`src/rtl/fetch_stage.sv`:
```
// Instruction-fetch stage: PC, held-request imem handshake, one-entry skid buffer, redirect flush sequence.
// Optional FETCH_ALIGN_CHK_EN: odd redirect targets raise a sticky err and halt fetching.
module fetch_stage (
    input  logic        clk,
    input  logic        rst,
    input  logic        stall,
    input  logic        redirect,
    input  logic [15:0] redirect_pc,
    output logic        imem_rd,
    output logic [15:0] imem_addr,
    input  logic [15:0] imem_data,
    input  logic        imem_done,
    output logic [15:0] instr,
    output logic [15:0] pc_inc,
    output logic        valid,
    output logic        flush,
    output logic        flush_again,
    output logic        flush_final,
    output logic        err
);

    typedef enum logic [1:0] {S_REQ, S_WAIT, S_DRAIN, S_HALTED} state_t;

    localparam logic [15:0] NOP = 16'h0800;

    state_t      state_q, state_d;
    logic [15:0] pc_q, pc_d;
    logic [15:0] saved_pc_q, saved_pc_d;
    logic        saved_bad_q, saved_bad_d;
    logic        skid_full_q, skid_full_d;
    logic [15:0] skid_instr_q, skid_instr_d;
    logic [15:0] skid_pcinc_q, skid_pcinc_d;
    logic [15:0] instr_q, instr_d;
    logic [15:0] pc_inc_q, pc_inc_d;
    logic        valid_q, valid_d;
    logic        flush_q, flush_d;
    logic        flush_again_q, flush_again_d;
    logic        flush_final_q, flush_final_d;

    logic        misaligned;
    logic [15:0] target;
    logic        capture;
    logic        cap_halt;

`ifdef FETCH_ALIGN_CHK_EN
    logic err_q, err_d;

    assign misaligned = redirect_pc[0];
    assign target     = redirect_pc;

    always_comb begin
        err_d = err_q | (redirect & redirect_pc[0]);
    end

    always_ff @(posedge clk) begin
        if (rst) err_q <= 1'b0;
        else     err_q <= err_d;
    end

    assign err = err_q;
`else
    assign misaligned = 1'b0;
    assign target     = redirect_pc & 16'hFFFE;
    assign err        = 1'b0;
`endif

    // A request is never raised in a redirect cycle, so no half-started request is abandoned.
    assign imem_rd = !rst && ((state_q == S_WAIT) || (state_q == S_DRAIN) ||
                     ((state_q == S_REQ) && !stall && !skid_full_q && !redirect));
    assign imem_addr = pc_q;

    assign capture  = imem_rd && imem_done && !redirect &&
                      ((state_q == S_REQ) || (state_q == S_WAIT));
    assign cap_halt = capture && (imem_data[15:11] == 5'b00000);

    always_comb begin
        state_d       = state_q;
        pc_d          = pc_q;
        saved_pc_d    = saved_pc_q;
        saved_bad_d   = saved_bad_q;
        skid_full_d   = skid_full_q;
        skid_instr_d  = skid_instr_q;
        skid_pcinc_d  = skid_pcinc_q;
        instr_d       = instr_q;
        pc_inc_d      = pc_inc_q;
        valid_d       = valid_q;
        flush_d       = redirect;
        flush_again_d = flush_q && !redirect;
        flush_final_d = flush_again_q && !redirect;

        if (redirect) begin
            valid_d     = 1'b0;
            instr_d     = NOP;
            skid_full_d = 1'b0;
            // An outstanding request must still be drained unless it completes right now.
            if (((state_q == S_WAIT) || (state_q == S_DRAIN)) && !imem_done) begin
                saved_pc_d  = target;
                saved_bad_d = misaligned;
                state_d     = S_DRAIN;
            end else begin
                pc_d    = target;
                state_d = misaligned ? S_HALTED : S_REQ;
            end
        end else begin
            if (!stall) begin
                if (skid_full_q) begin
                    instr_d     = skid_instr_q;
                    pc_inc_d    = skid_pcinc_q;
                    valid_d     = 1'b1;
                    skid_full_d = 1'b0;
                end else if (capture) begin
                    instr_d  = imem_data;
                    pc_inc_d = pc_q + 16'd2;
                    valid_d  = 1'b1;
                end else begin
                    valid_d = 1'b0;
                end
            end else if (capture) begin
                skid_full_d  = 1'b1;
                skid_instr_d = imem_data;
                skid_pcinc_d = pc_q + 16'd2;
            end

            case (state_q)
                S_REQ: begin
                    if (imem_rd) begin
                        if (imem_done) begin
                            pc_d    = pc_q + 16'd2;
                            state_d = cap_halt ? S_HALTED : S_REQ;
                        end else begin
                            state_d = S_WAIT;
                        end
                    end
                end
                S_WAIT: begin
                    if (imem_done) begin
                        pc_d    = pc_q + 16'd2;
                        state_d = cap_halt ? S_HALTED : S_REQ;
                    end
                end
                S_DRAIN: begin
                    if (imem_done) begin
                        pc_d    = saved_pc_q;
                        state_d = saved_bad_q ? S_HALTED : S_REQ;
                    end
                end
                default: begin
                    state_d = S_HALTED;
                end
            endcase
        end
    end

    always_ff @(posedge clk) begin
        if (rst) begin
            state_q       <= S_REQ;
            pc_q          <= 16'h0000;
            saved_pc_q    <= 16'h0000;
            saved_bad_q   <= 1'b0;
            skid_full_q   <= 1'b0;
            skid_instr_q  <= NOP;
            skid_pcinc_q  <= 16'h0000;
            instr_q       <= NOP;
            pc_inc_q      <= 16'h0000;
            valid_q       <= 1'b0;
            flush_q       <= 1'b0;
            flush_again_q <= 1'b0;
            flush_final_q <= 1'b0;
        end else begin
            state_q       <= state_d;
            pc_q          <= pc_d;
            saved_pc_q    <= saved_pc_d;
            saved_bad_q   <= saved_bad_d;
            skid_full_q   <= skid_full_d;
            skid_instr_q  <= skid_instr_d;
            skid_pcinc_q  <= skid_pcinc_d;
            instr_q       <= instr_d;
            pc_inc_q      <= pc_inc_d;
            valid_q       <= valid_d;
            flush_q       <= flush_d;
            flush_again_q <= flush_again_d;
            flush_final_q <= flush_final_d;
        end
    end

    assign instr       = instr_q;
    assign pc_inc      = pc_inc_q;
    assign valid       = valid_q;
    assign flush       = flush_q;
    assign flush_again = flush_again_q;
    assign flush_final = flush_final_q;

endmodule
```
`config.mk`:
```
export PLATFORM = sky130hd
export DESIGN_NAME = fetch_stage
export DESIGN_NICKNAME = d
export VERILOG_FILES = /design/src/rtl/fetch_stage.sv
export SDC_FILE = /design/constraint.sdc
export NUM_CORES = 1
export LEC_CHECK = 0
export CAP_MARGIN = 20
export CORE_MARGIN = 4
export CORE_UTILIZATION = 45
export CTS_CLUSTER_DIAMETER = 50
export CTS_CLUSTER_SIZE = 20
export DETAILED_ROUTE_END_ITERATION = 7
export PLACE_DENSITY = 0.71
export SYNTH_ARGS = -nofsm -noshare
export SYNTH_HDL_FRONTEND = slang
export SYNTH_SLANG_ARGS = --single-unit
```
`constraint.sdc`:
```
create_clock -name clk -period 6.7 [get_ports clk]
set_clock_uncertainty 0.2 [all_clocks]
set_input_delay 0.67 -clock clk [delete_from_list [all_inputs] [get_ports clk]]
set_output_delay 0.67 -clock clk [all_outputs]
set_load 0.02 [all_outputs]
```
==> impl_metrics.py <==
metrics = {
    "worst_setup_path": {
        "worst-path-stages": 6,
        "timing_worst_setup_path_type": "in -> out",
        "series_of_cell_instances_along_the_critical_path": "clkdlybuf4s50_1 -> buf_4 -> nor2b_1 -> a21oi_1 -> nor2_1 -> clkdlybuf4s50_1",
        "endpoint_kind_of_the_worst_setup_timing_path": "primary output",
        "r2r.worst_path.cells": 4,
        "timing.critical_path.fanout_max": 26,
        "critPathBufInv": 3,
        "critical_path.top_delay_family": "buffers and inverters",
        "arrival_ns": 2.48,
        "crit_path_start_kind": "primary input",
        "crit_required_ns": 5.83,
        "timing.critical_path.slowest_stage_cell": "sky130_fd_sc_hd__clkdlybuf4s50_1",
        "critical_path.max_stage_delay_ns": 0.61,
        "critPathMostFrequentCell": "sky130_fd_sc_hd__clkdlybuf4s50_1",
    },
    "synth": {
        "synthMostInstantiatedCell": "sky130_fd_sc_hd__nand2_1",
        "netlist_top_cells_area": "sky130_fd_sc_hd__dfxtp_1, sky130_fd_sc_hd__nand2_1, sky130_fd_sc_hd__a21oi_1",
        "netlist_area_pre_place_um2": 4650,
        "netlist_instances": 559,
        "ys_warn_count": 0,
        "synth_seq_area_share_pct": 42.7,
        "synthDominantAreaCellType": "sky130_fd_sc_hd__dfxtp_1",
        "synth.ff_latch_count": 99,
        "synth-compound-area-share_pct": 22.0,
        "synth_edf_count": 0,
        "synth_simple_gate_area_share_pct": 20.5,
        "synth_top_flop_cell": "sky130_fd_sc_hd__dfxtp_1",
        "synth_top_area_share_pct": 42.7,
        "xor_xnor_share_of_the_synthesized_area_pct": 2.45,
        "synth_fa_ha_area_share_pct": 1.35,
        "postSynthAreaPerCell_um2": 8.31,
        "top_cells_by_count_synth": "sky130_fd_sc_hd__nand2_1, sky130_fd_sc_hd__dfxtp_1, sky130_fd_sc_hd__a21oi_1",
        "synth_top_family_by_area": "compound AO/OA/AOI/OAI gates",
        "async_sr_flop_fraction_pct": 0,
        "synth_mux_area_share_pct": 5.41,
        "synth.distinct_cells": 59,
    },
    "route": {
        "dr_total_vias": 4187,
        "firstDrtPassIters": 4,
        "drc": 0,
        "vias_per_cell": 5.52,
        "wl_per_cell_um": 16.4,
        "antenna_violating_nets_post_route": 0,
        "dr.first_iter.drc_count": 293,
        "routed_wirelength_um": 12400,
    },
    "sta": {
        "number_of_pins_with_negative_max_slew_slack_in_the_final_report": 0,
        "rsz0062_at_grt": "no",
        "timing.final.setup_violations": 0,
        "fin_setup_tns_ns": 0,
        "final_period_minus_worst_setup_slack_ns": 3.35,
        "layout_worst_path_cycle_share_pct": 50.0,
        "worst_slew_pin_slew_ns": 1.06,
        "maxSlewHeadroom_pct": 29.0,
        "max_freq_mhz": 298,
        "final_hold_viol_count": 0,
    },
    "layout": {
        "fillerInstances": 897,
        "antenna_cells": 0,
        "layout.cells.non_filler": 758,
        "drive_gt1_share_pct": 9.60,
        "syn_to_final_growth_pct": 22.4,
        "final_nets": 662,
    },
    "die": {
        "ios": 91,
        "initial_core_utilization_pct": 46.9,
        "floorplan.die.width_um": 110,
        "die_height_um": 110,
        "dieArea_um2": 12000,
        "num_rows": 36,
        "core-area_um2": 9910,
    },
    "power": {
        "power_frac_clock_pct": 32.0,
        "p_seq_share_pct": 54.1,
        "vdd_ir_drop_max_mv": 0.118,
        "switching_power_mw": 0.337,
        "p_leak_nw": 1.91,
        "netSwitchingFraction_pct": 29.4,
        "combinational_cell_fraction_of_total_power_pct": 13.9,
        "total_power_divided_by_cell_area_nw_per_um2": 202,
        "internal_power_mw": 0.809,
    },
    "clock_network": {
        "cts-htree-levels": 3,
        "numCtsBuffers": 9,
        "clock_latency_ns": 0.37,
        "cts_setup_buffers": 0,
        "sink_count_of_the_clock_tree": 99,
        "clock_tree.buffer_depth": 2,
        "cts_tree": "built",
        "cts.clk_slew.worst_paths_ns": 0.10,
        "post_cts_resized": 0,
        "ctsRootBufferMaster": "sky130_fd_sc_hd__clkbuf_8",
        "cts_hold_buffers": 0,
    },
    "placed_design": {
        "globalplace.congestion": 0.825,
        "dp.cells": 742,
        "portBuffers": 86,
        "dp_hpwl_um": 8580,
    },
    "grt": {
        "grt_overflow": 0,
        "track_usage_pct": 21.5,
        "grt_start_max_net_pins": 44,
        "antenna_found_initial": 0,
        "first_pass_grt_wire_length_um": 20200,
        "via_count_of_the_first_global_routing_pass": 4150,
    },
    "flow_run": {
        "cap_viol_max_count": 0,
    },
    "min_path": {
        "hold_path_class": "reg -> reg",
        "holdPathStages": 2,
    },
    "run_status": {
        "run_status": "finished clean",
    },
}
## metal layers
| layer | wire length [um] | GRT usage, % |
|---|---|---|
| met5 | 0 | 0 |
| met4 | 184 | 7.57 |
| met3 | 795 | 4.35 |
| met2 | 6030 | 35.5 |
| met1 | 5410 | 27.8 |
## layout by cell type, fill, tap and decap left out, types with 2 or more instances in the layout
cell / n
sky130_fd_sc_hd__nand2_1: 102
sky130_fd_sc_hd__dfxtp_1: 98
sky130_fd_sc_hd__clkdlybuf4s50_1: 85
sky130_fd_sc_hd__a21oi_1: 67
sky130_fd_sc_hd__nor2_1: 41
sky130_fd_sc_hd__o21ai_0: 28
sky130_fd_sc_hd__mux2i_1: 24
sky130_fd_sc_hd__nor2_2: 14
sky130_fd_sc_hd__a211oi_1: 13
sky130_fd_sc_hd__a211oi_2: 13
sky130_fd_sc_hd__nand3_1: 11
sky130_fd_sc_hd__clkbuf_8: 9
sky130_fd_sc_hd__inv_1: 8
sky130_fd_sc_hd__xor2_1: 8
sky130_fd_sc_hd__nor3_1: 7
sky130_fd_sc_hd__o211ai_1: 7
sky130_fd_sc_hd__or3_1: 5
sky130_fd_sc_hd__xnor2_1: 5
sky130_fd_sc_hd__ha_1: 5
sky130_fd_sc_hd__nand4_1: 4
sky130_fd_sc_hd__nand2b_1: 4
sky130_fd_sc_hd__a31oi_1: 4
sky130_fd_sc_hd__buf_4: 4
sky130_fd_sc_hd__nor2b_1: 3
sky130_fd_sc_hd__nor4_1: 3
sky130_fd_sc_hd__and2_1: 3
sky130_fd_sc_hd__o221ai_1: 3
sky130_fd_sc_hd__conb_1: 3
sky130_fd_sc_hd__clkinv_4: 3
sky130_fd_sc_hd__o21ai_1: 2
sky130_fd_sc_hd__or4_1: 2
sky130_fd_sc_hd__and3_1: 2
sky130_fd_sc_hd__or2_2: 2
sky130_fd_sc_hd__nand3b_1: 2
sky130_fd_sc_hd__clkinvlp_4: 2
## state kept, by name, summed over array words and instances (netlist names)
signal and flops:
skid_instr_q 16, skid_pcinc_q 15, imem_addr 15, state_q 2, valid 1, instr 16, pc_inc 15, skid_full_q 1
flush_final 1, saved_pc_q 15, flush_again 1, flush 1
## cells by family (layout without fill, tap and decap cells)
group,Yosys count,after routing
AND/OR/NAND/NOR,210,210
multiplexers,25,25
XOR/XNOR,13,13
other,1,3
buffers and inverters,51,115
flip-flops,99,99
adder cells (fa/ha/maj),5,5
AO/OA/AOI/OAI,155,155
## power by group through the flow
stage               sequential (mW)  combinational [mW]  clock (mW)
finish                        0.620               0.160       0.367
CTS                           0.620               0.159       0.373
floorplan                     0.642              0.0793           0
global placement              0.633               0.156           0
global route                  0.623               0.173       0.399
detailed placement            0.633               0.158           0
## through the flow
stage / worst slack, ns / area [um^2] / util, % / power (mW) / hold slack (ns)
floorplan: 4.41 / 4650 / - / 0.721 / 0.231
global placement: 3.18 / 5500 / 55.5 / 0.789 / 0.238
detailed placement: 3.16 / 5500 / 55.5 / 0.791 / 0.242
CTS: 3.35 / 5690 / 57.4 / 1.15 / 0.256
global route: 3.16 / 5690 / 57.4 / 1.19 / 0.271
finish: 3.35 / 5690 / 57.4 / 1.15 / 0.256
## cell type report
class | instances | area [um^2] | area share, %
clock inverter | 7 | 61.3 | 1.08
clock buffer | 9 | 124 | 2.18
inverter | 9 | 33.8 | 0.594
sequential | 99 | 1980 | 34.9
tap | 133 | 166 | 2.93
timing repair buffer | 90 | 886 | 15.6
multi-input combinational | 411 | 2430 | 42.8
## worst paths after layout
path,startpoint,to,slack (ns)
hold reg to reg,skid_pcinc_q[7],skid_pcinc_q[7],0.26
setup / recovery,redirect,imem_rd,3.35
setup reg to reg,skid_full_q,instr[11],3.42
hold / removal,skid_pcinc_q[7],skid_pcinc_q[7],0.26
## worst reg2reg max path, stage by stage (launching register included)
cell                        delay [ns]
sky130_fd_sc_hd__dfxtp_2          0.99
sky130_fd_sc_hd__clkinv_1         0.64
sky130_fd_sc_hd__o2bb2ai_4        1.00
sky130_fd_sc_hd__mux2i_1          0.27
sky130_fd_sc_hd__nand2_1          0.07
Power figures use the tool's default switching activity.
